## config.mk

```make
export PLATFORM = sky130hd
export DESIGN_NAME = sd_dat_receive
export DESIGN_NICKNAME = d
export VERILOG_FILES = /design/src/rtl/sd_dat_receive.sv
export SDC_FILE = /design/constraint.sdc
export NUM_CORES = 1
export LEC_CHECK = 0
export ABC_CLOCK_PERIOD_IN_PS = 2300
export CORE_MARGIN = 2
export CORE_UTILIZATION = 45
export DETAILED_ROUTE_END_ITERATION = 10
export DONT_BUFFER_PORTS = 1
export GPL_ROUTABILITY_DRIVEN = 0
export PLACE_DENSITY = 0.7
export RECOVER_POWER = 50
export SLEW_MARGIN = 0
export SYNTH_ARGS = -nofsm -noshare
export SYNTH_HDL_FRONTEND = slang
export SYNTH_SLANG_ARGS = --single-unit
```

## constraint.sdc

```tcl
create_clock -name ex_clk -period 2.3 [get_ports ex_clk]
set_input_delay 0.115 -clock ex_clk [delete_from_list [all_inputs] [get_ports ex_clk]]
set_output_delay 0.115 -clock ex_clk [all_outputs]
set_load 0.02 [all_outputs]
```

## src/rtl/sd_dat_receive.sv

```systemverilog
// SD card data-block receiver: samples DAT[3:0] on rising sd_clk edges, streams bytes out,
// and verifies per-lane CRC16 and the end bit in 1-bit or 4-bit bus mode.
module sd_dat_receive #(
  parameter int BLOCK_BYTES   = 512,
  parameter int TIMEOUT_EDGES = 65535
) (
  input  logic       ex_clk,
  input  logic       reset,
  input  logic       sd_clk,
  input  logic       rx_en,
  input  logic       wide_bus,
  input  logic [3:0] sd_dat_in,
  output logic [7:0] byte_data,
  output logic       byte_valid,
  output logic       busy,
  output logic       done,
  output logic       crc_err,
  output logic       timeout_err
);

  typedef enum logic [2:0] {
    S_IDLE,
    S_WAIT_START,
    S_DATA,
    S_CRC,
    S_END
  } state_t;

  localparam logic [12:0] LAST_BYTE = 13'(BLOCK_BYTES - 1);
  localparam logic [16:0] TMO_LIMIT = 17'(TIMEOUT_EDGES);

  state_t            state_q, state_d;
  logic              sd_clk_q;
  logic              wide_q, wide_d;
  logic [7:0]        shift_q, shift_d;
  logic [2:0]        bit_cnt_q, bit_cnt_d;
  logic [12:0]       byte_cnt_q, byte_cnt_d;
  logic [15:0]       tmo_cnt_q, tmo_cnt_d;
  logic [3:0][15:0]  crc_q, crc_d;
  logic [7:0]        byte_data_q, byte_data_d;
  logic              byte_valid_q, byte_valid_d;
  logic              busy_q, busy_d;
  logic              done_q, done_d;
  logic              crc_err_q, crc_err_d;
  logic              timeout_err_q, timeout_err_d;

  logic              tick;
  logic [3:0]        lane_mask;
  logic [3:0]        active_dat;
  logic              byte_complete;
  logic              crc_bad;
  logic [16:0]       tmo_next;

  // Shifting the transmitted CRC through the same register leaves a zero residue on a match.
  function automatic logic [15:0] crc16_step(input logic [15:0] c, input logic b);
    logic fb;
    fb = b ^ c[15];
    return {c[14:0], 1'b0} ^ (fb ? 16'h1021 : 16'h0000);
  endfunction

  assign tick       = sd_clk & ~sd_clk_q;
  assign lane_mask  = wide_q ? 4'hF : 4'h1;
  assign active_dat = sd_dat_in & lane_mask;
  assign tmo_next   = {1'b0, tmo_cnt_q} + 17'd1;

  always_comb begin
    state_d       = state_q;
    wide_d        = wide_q;
    shift_d       = shift_q;
    bit_cnt_d     = bit_cnt_q;
    byte_cnt_d    = byte_cnt_q;
    tmo_cnt_d     = tmo_cnt_q;
    crc_d         = crc_q;
    byte_data_d   = byte_data_q;
    byte_valid_d  = 1'b0;
    busy_d        = busy_q;
    done_d        = 1'b0;
    crc_err_d     = crc_err_q;
    timeout_err_d = timeout_err_q;
    byte_complete = 1'b0;
    crc_bad       = 1'b0;

    case (state_q)
      S_IDLE: begin
        if (rx_en && !done_q) begin
          state_d       = S_WAIT_START;
          busy_d        = 1'b1;
          wide_d        = wide_bus;
          crc_err_d     = 1'b0;
          timeout_err_d = 1'b0;
          crc_d         = '0;
          bit_cnt_d     = '0;
          byte_cnt_d    = '0;
          tmo_cnt_d     = '0;
        end
      end

      S_WAIT_START: begin
        if (tick) begin
          if (active_dat == 4'h0) begin
            state_d = S_DATA;
          end else begin
            if (tmo_cnt_q != 16'hFFFF) begin
              tmo_cnt_d = tmo_next[15:0];
            end
            if (tmo_next >= TMO_LIMIT) begin
              timeout_err_d = 1'b1;
              done_d        = 1'b1;
              busy_d        = 1'b0;
              state_d       = S_IDLE;
            end
          end
        end
      end

      S_DATA: begin
        if (tick) begin
          for (int l = 0; l < 4; l++) begin
            crc_d[l] = crc16_step(crc_q[l], sd_dat_in[l]);
          end
          if (wide_q) begin
            shift_d       = {shift_q[3:0], sd_dat_in};
            byte_complete = bit_cnt_q[0];
          end else begin
            shift_d       = {shift_q[6:0], sd_dat_in[0]};
            byte_complete = (bit_cnt_q == 3'd7);
          end
          bit_cnt_d = byte_complete ? 3'd0 : bit_cnt_q + 3'd1;
          if (byte_complete) begin
            byte_data_d  = shift_d;
            byte_valid_d = 1'b1;
            if (byte_cnt_q == LAST_BYTE) begin
              byte_cnt_d = '0;
              state_d    = S_CRC;
            end else begin
              byte_cnt_d = byte_cnt_q + 13'd1;
            end
          end
        end
      end

      // The byte counter is reused to count the 16 CRC ticks.
      S_CRC: begin
        if (tick) begin
          for (int l = 0; l < 4; l++) begin
            crc_d[l] = crc16_step(crc_q[l], sd_dat_in[l]);
          end
          if (byte_cnt_q == 13'd15) begin
            byte_cnt_d = '0;
            state_d    = S_END;
          end else begin
            byte_cnt_d = byte_cnt_q + 13'd1;
          end
        end
      end

      S_END: begin
        if (tick) begin
          for (int l = 0; l < 4; l++) begin
            if (lane_mask[l] && (crc_q[l] != 16'h0000)) begin
              crc_bad = 1'b1;
            end
          end
          crc_err_d = crc_bad | (active_dat != lane_mask);
          done_d    = 1'b1;
          busy_d    = 1'b0;
          state_d   = S_IDLE;
        end
      end

      default: begin
        state_d = S_IDLE;
        busy_d  = 1'b0;
      end
    endcase
  end

  always_ff @(posedge ex_clk) begin
    if (reset) begin
      state_q       <= S_IDLE;
      sd_clk_q      <= 1'b0;
      wide_q        <= 1'b0;
      shift_q       <= '0;
      bit_cnt_q     <= '0;
      byte_cnt_q    <= '0;
      tmo_cnt_q     <= '0;
      crc_q         <= '0;
      byte_data_q   <= '0;
      byte_valid_q  <= 1'b0;
      busy_q        <= 1'b0;
      done_q        <= 1'b0;
      crc_err_q     <= 1'b0;
      timeout_err_q <= 1'b0;
    end else begin
      state_q       <= state_d;
      sd_clk_q      <= sd_clk;
      wide_q        <= wide_d;
      shift_q       <= shift_d;
      bit_cnt_q     <= bit_cnt_d;
      byte_cnt_q    <= byte_cnt_d;
      tmo_cnt_q     <= tmo_cnt_d;
      crc_q         <= crc_d;
      byte_data_q   <= byte_data_d;
      byte_valid_q  <= byte_valid_d;
      busy_q        <= busy_d;
      done_q        <= done_d;
      crc_err_q     <= crc_err_d;
      timeout_err_q <= timeout_err_d;
    end
  end

  assign byte_data   = byte_data_q;
  assign byte_valid  = byte_valid_q;
  assign busy        = busy_q;
  assign done        = done_q;
  assign crc_err     = crc_err_q;
  assign timeout_err = timeout_err_q;

endmodule

```

==> results_dict.tcl, run 1 <==
set metrics [dict create \
    outcome "finished, final reports clean" \
    async_flop_share_pct 0 \
    p_per_area_nw_per_um2 932 \
    ys_seq_elements 121 \
    whs_ns 0.0223 \
    drt-initial-drc-count 422 \
    ys_warn_count 0 \
    grt_max_degree 111 \
    finalPower_uw 5900 \
    required_ns 2.60 \
    via_per_inst 5.84 \
    core_sq_um 12000 \
    die_area_sq_um 13100 \
    clock-skew-final_ns 0.00847 \
    clk_latency_ns 0.42 \
    htree_levels 4 \
    crit_type "reg2reg" \
    grt_pass1_wl_um 21300 \
    first_pass_iters 5 \
    crit_fanout 8 \
    worst_pin_slew_ns 0.764 \
    fmax_ghz 0.467 \
    wl_met3_um 553 \
    area_delta_synth_final_pct 14.8 \
    die_height_um 115 \
    io_pins 22 \
    overflow 0 \
    routedWlPerCell_um 15.5 \
    nNetsFinal 677 \
    cts_made_buffers 17 \
    netlist_area_sq_um 5510 \
    diodes 0 \
    irDropWorstVdd_uv 501 \
    leakagePower_uw 0.00202 \
    hp-class "in2reg" \
    top_layer "met4" \
    setup_tns_ns 0 \
    final_cell_area_sq_um 6320 \
    rsz0062_at_grt "false" \
    period_minus_slack_ns 2.14 \
    antenna_found_initial 0 \
    hold_viol 0 \
    remaining_drc_errors 0 \
    dp.final_hpwl_um 7970 \
    setup_violations 0 \
    die_x_um 115 \
    avgSynthCellArea_sq_um 8.17 \
    drv_cap 0 \
    crit_path_end_kind "flop" \
    portBuffers 0 \
    num_vias 4807 \
    antenna_left 0 \
    syn_nets 688 \
    final_layout_size_suffix_gt1_share_pct 10.1 \
    cts_setup_buffers 0 \
    synth_edf_count 0 \
    grt_pass1_vias 4457 \
    root_buffer "clkbuf_16" \
    cts_tree "done" \
    dpl-instance-area_sq_um 5630 \
    final.period_utilization_pct 93.0 \
    cts.sinks 121 \
    wl_met1_um 5880 \
    fillers 1078 \
    initial_utilization_pct 46.1 \
    synth_flop_cell "dfxtp_1" \
    ys_seq_area_share_pct 44.0 \
    track_usage_pct 20.3 \
    ctsLongestPathBuffers 2 \
    synthCells 674 \
    final_util_pct 52.9 \
    routed_wl_um 12800 \
    arrival_ns 2.44 \
    slew_violations 0 \
    path_clk_slew_ns 0.06 \
    num_rows 40 \
    relSlewSlack_pct 49.1 \
    setup.worst_path.start_class "flop" \
    ys_types 59 \
    met2WireLength_um 6150 \
]
critical path, stage by stage, from the launching register on:
cell and delay (ns):
dfxtp_1 0.43, and4_1 0.35, nand2_2 0.08, nor4_2 0.26
nand3_1 0.17, a311oi_2 0.36, mux2_1 0.36
metal layers:
layer / global-route usage, % / vias up
met5: 0 / -
met4: 7.40 / 0
met3: 6.99 / 18
met2: 32.0 / 95
met1: 25.6 / 2280
li1: - / 2414
cells in the mapped netlist, types with 3 or more instances:
library cell,n,area (sq um)
a211oi_1,15,113
a21oi_1,82,410
a311oi_2,8,120
a31oi_1,6,37.5
and3_1,8,50.1
buf_2,7,35.0
buf_4,3,22.5
clkbuf_1,36,135
dfxtp_1,121,2420
ha_1,5,62.6
inv_1,4,15.0
mux2i_1,11,110
nand2_1,85,319
nand2b_1,4,25.0
nand3_1,81,405
nand3b_1,4,30.0
nand4_1,10,62.6
nor2_1,59,221
nor2b_1,5,31.3
nor3_1,11,55.1
nor4_1,21,131
o21a_1,4,30.0
o21ai_0,17,85.1
xnor2_1,16,140
xor2_1,7,61.3
power by group:
part | leakage (uW) | internal (uW) | switching, uW
registers | 0.000976 | 2140 | 72.5
logic | 0.000735 | 234 | 570
clock network | 0.000310 | 1880 | 1000
total | 0.00202 | 4250 | 1640
state kept, by name, summed over array words and instances (netlist names), 3 cells and up:
register	flops
crc_q	64
tmo_cnt_q	16
byte_cnt_q	13
byte_data	8
shift_q	7
bit_cnt_q	3
state_q	3
cells by family (layout without fill, tap and decap cells):
group / count (synthesis) / in the layout / share of synthesized area [%]
flip-flops: 121 / 121 / 44.0
buffers and inverters: 53 / 55 / 4.11
adder cells (fa/ha/maj): 5 / 5 / 1.14
AO/OA/AOI/OAI: 154 / 154 / 18.0
AND/OR/NAND/NOR: 305 / 305 / 26.7
multiplexers: 13 / 13 / 2.41
XOR/XNOR: 23 / 23 / 3.66
layout by cell type (no fill, tap or decap), types with 2 or more instances in the layout:
cell type / count
a211oi_1: 14
a21boi_0: 2
a21oi_1: 82
a2bb2oi_1: 2
a311oi_2: 8
a31oi_1: 6
a32oi_1: 2
a41oi_1: 2
and2_1: 2
and3_1: 8
and4_1: 2
buf_4: 11
bufinv_16: 4
clkbuf_16: 17
clkbuf_8: 2
clkinv_4: 5
clkinvlp_4: 2
dfxtp_1: 119
dfxtp_2: 2
dlygate4sd3_1: 3
ha_1: 4
inv_1: 4
mux2i_1: 11
nand2_1: 85
nand2b_1: 4
nand3_1: 81
nand3b_1: 4
nand4_1: 10
nand4b_1: 2
nor2_1: 57
nor2b_1: 5
nor3_1: 11
nor4_1: 21
nor4b_1: 2
o211ai_1: 2
o21a_1: 4
o21ai_0: 17
xnor2_1: 16
xor2_1: 7
path summary, 6_finish.rpt:
kind | end | cells after the start | startpoint | slack, ns
setup / recovery | state_q[0]$_SDFFE_PP0P_ | 6 | tmo_cnt_q[5]$_SDFFE_PP0P_ | 0.16
setup reg to reg | state_q[0]$_SDFFE_PP0P_ | 6 | tmo_cnt_q[5]$_SDFFE_PP0P_ | 0.16
hold / removal | tmo_cnt_q[13]$_SDFFE_PP0P_ | 2 | reset | 0.02
hold reg to reg | crc_q[4]$_SDFFE_PP0P_ | 2 | crc_q[3]$_SDFFE_PP0P_ | 0.46
stage by stage:
| stage | std cells | worst slack [ns] |
|---|---|---|
| after floorplan | 674 | 0.310 |
| after global placement | 787 | 0.201 |
| after detailed placement | 787 | 0.130 |
| after CTS | 823 | 0.0327 |
| after global routing | 823 | 0.0197 |
| final | 823 | 0.160 |
area by class of cell:
cell class / count / area [sq um] / share of cell area [%]
inverters: 4 / 15.0 / 0.237
repair buffers: 19 / 176 / 2.79
flip-flops and latches: 121 / 2420 / 38.3
well taps: 147 / 184 / 2.91
clock buffers: 19 / 453 / 7.16
multi-input cells: 500 / 2880 / 45.5
clock inverters: 13 / 193 / 3.05
repair_timing:
| item | 4_1_cts | 5_1_grt |
|---|---|---|
| setup endpoints to repair | 0 | 18 |
| hold buffers | 4 | 0 |
| hold endpoints to repair | 111 | 0 |
| resized for setup | 0 | 7 |
Note: power is estimated with default switching activity, not from simulation.
==> run 2: changes to the inputs <==
--- a/config.mk
+++ b/config.mk
@@ -6,13 +6,13 @@
 export NUM_CORES = 1
 export LEC_CHECK = 0
 export ABC_CLOCK_PERIOD_IN_PS = 2300
+export BUFFER_PORTS_ARGS = -buffer_cell sky130_fd_sc_hd__buf_4
 export CORE_MARGIN = 2
 export CORE_UTILIZATION = 45
+export CTS_BUF_LIST = sky130_fd_sc_hd__clkbuf_4 sky130_fd_sc_hd__clkbuf_8 sky130_fd_sc_hd__clkbuf_16
 export DETAILED_ROUTE_END_ITERATION = 10
-export DONT_BUFFER_PORTS = 1
 export GPL_ROUTABILITY_DRIVEN = 0
-export PLACE_DENSITY = 0.7
-export RECOVER_POWER = 50
+export PLACE_DENSITY = 0.71
 export SLEW_MARGIN = 0
 export SYNTH_ARGS = -nofsm -noshare
 export SYNTH_HDL_FRONTEND = slang
==> run 2 against run 1 <==
  * Clock power down 5%
  * Sequential power about the same
  * Via count up 2.3%
  * Die area unchanged
  * Non-clock buffer count up 22
  * Clock skew down 0.0023 ns
  * Global-route usage down 0.18 points
  * Sequential share of layout area down 0.90 points
==> results_dict.tcl, run 2 (synthesis gave the netlist of run 1 again) <==
set metrics [dict create \
    min_delay_worst_endpoint "byte_data[1]$_SDFFE_PP0P_" \
    mostFrequentLayoutCells "dfxtp_1 (120), nand2_1 (84), a21oi_1 (82)" \
    initial_utilization_pct 46.1 \
    period_minus_slack_ns 2.20 \
    required_ns 2.60 \
    crit_type "reg2reg" \
    area_delta_synth_final_pct 17.5 \
    arrival_ns 2.50 \
    track_usage_pct 20.1 \
    hold_depth 3 \
    hp-class "in2reg" \
    num_rows 40 \
    reg2reg_from "tmo_cnt_q[1]$_SDFFE_PP0P_" \
    cts_made_buffers 17 \
    remaining_drc_errors 0 \
    reg2reg_depth 7 \
    sw_frac_of_total_pct 26.7 \
    dp.final_hpwl_um 8150 \
    final_layout_size_suffix_gt1_share_pct 12.8 \
    largest_reg_flops 64 \
    fillers 1075 \
    grt_max_degree 69 \
    setup_slack_ns 0.100 \
    fmax_ghz 0.455 \
    final_cell_area_sq_um 6470 \
    p_int_uw 4250 \
    die_area_sq_um 13100 \
    via_per_inst 5.85 \
    p_clk_share_pct 47.0 \
    routedWlPerCell_um 15.2 \
    regToRegSetupSlack_ns 0.10 \
    routed_wl_um 12800 \
    portBuffers 21 \
    path_clk_slew_ns 0.05 \
    die_x_um 115 \
    crit_fanout 7 \
    pre_cts_slack_ns 0.0499 \
    hold_viol 0 \
    root_buffer "clkbuf_16" \
    htree_levels 4 \
    reg2reg_to "state_q[0]$_SDFFE_PP0P_" \
    die_height_um 115 \
    dpl-instance-area_sq_um 5800 \
    relSlewSlack_pct 58.4 \
    diodes 0 \
    crit_path_end_kind "flop" \
    setup.worst_path.start_class "flop" \
    outcome "finished, final reports clean" \
    cts.sinks 121 \
    antenna_left 0 \
    drv_cap 0 \
    finalPower_uw 5810 \
    rsz0062_at_grt "true" \
    leakagePower_uw 0.00213 \
    drt-initial-drc-count 465 \
    setup_tns_ns 0 \
    dp.cells 808 \
    worst_pin_slew_ns 0.624 \
    num_vias 4919 \
    instances_no_fill 841 \
    final.period_utilization_pct 95.6 \
    p_per_area_nw_per_um2 897 \
    final_common_cell "dfxtp_1" \
    ctsLongestPathBuffers 2 \
    core_sq_um 12000 \
    overflow 0 \
    min-delay-start "sd_dat_in[1]" \
    seqCellArea_sq_um 2420 \
    grt_pass1_vias 4522 \
    multiInputGateArea_sq_um 2890 \
    antenna_found_initial 0 \
    first_pass_iters 7 \
    setup_violations 0 \
    io_pins 22 \
    slew_violations 0 \
    power_frac_comb_pct 14.8 \
    p_switching_uw 1550 \
    p_seq_share_pct 38.2 \
    top_regs "crc_q: 64 flops, tmo_cnt_q: 16 flops, byte_cnt_q: 13 flops" \
    nNetsFinal 699 \
    cts_tree "done" \
    clk_latency_ns 0.42 \
    top_register "crc_q" \
    clock-skew-final_ns 0.00621 \
    grt_pass1_wl_um 21000 \
    irDropWorstVdd_uv 461 \
]
[run 2: changes by cell type in the layout (fill, tap and decap cells not counted), sizes merged]
| cell | delta |
|---|---|
| dlygate4sd3 | +1 |
| buf | +24 |
| clkbuf | -2 |
| clkinv | -4 |
| inv | -1 |
[run 2: worst max-delay path, stage by stage (launching register included)]
cell,delay (ns)
dfxtp_1,0.42
ha_2,0.27
xor2_1,0.16
o21ai_0,0.14
nor4_2,0.21
nand3_1,0.18
a311oi_2,0.37
mux2_1,0.35
[run 2: timing repair]
item                                    in CTS  in global routing
endpoints found under the setup margin       0                 16
resized for setup                            0                  7
setup buffers                                0                  1
hold buffers                                 4                  0
hold endpoints to repair                    10                  0
[run 2: worst max path at each step]
stage / slack (ns) / depth (start not counted) / endpoint / from
after detailed placement: 0.05 / 8 / state_q[0]$_SDFFE_PP0P_ / tmo_cnt_q[0]$_SDFFE_PP0P_
final: 0.10 / 7 / state_q[0]$_SDFFE_PP0P_ / tmo_cnt_q[1]$_SDFFE_PP0P_
after floorplan: 0.31 / 8 / state_q[0]$_SDFFE_PP0P_ / tmo_cnt_q[0]$_SDFFE_PP0P_
after global placement: 0.22 / 8 / state_q[0]$_SDFFE_PP0P_ / tmo_cnt_q[0]$_SDFFE_PP0P_
after CTS: 0.04 / 8 / state_q[0]$_SDFFE_PP0P_ / tmo_cnt_q[0]$_SDFFE_PP0P_
after global routing: -0.05 / 7 / state_q[0]$_SDFFE_PP0P_ / tmo_cnt_q[1]$_SDFFE_PP0P_
[run 2: routing by layer]
layer,GRT usage (%),vias to the layer above,wire (um)
met5,0,-,0
met4,7.32,0,169
met3,5.72,14,642
met2,32.9,130,6280
met1,25.2,2331,5710
li1,-,2444,-
[run 2: metrics by stage]
stage	util (%)	hold WS, ns
floorplan	-	0.243
global placement	48.5	0.353
detailed placement	48.5	0.356
CTS	53.9	0.141
global route	54.1	0.165
finish	54.1	0.151
[run 2: power groups by stage]
stage	clock (uW)	combinational, uW	sequential, uW
detailed placement	0	806	2260
global placement	0	794	2250
global route	2850	928	2230
CTS	2770	820	2210
floorplan	0	626	2220
finish	2730	857	2220
[run 2: final cells by class]
class,count,area share [%]
clock inverter,8,2.30
timing repair buffer,41,5.49
clock buffer,20,7.02
tap,147,2.84
multi-input combinational,500,44.7
inverter,4,0.232
sequential,121,37.4
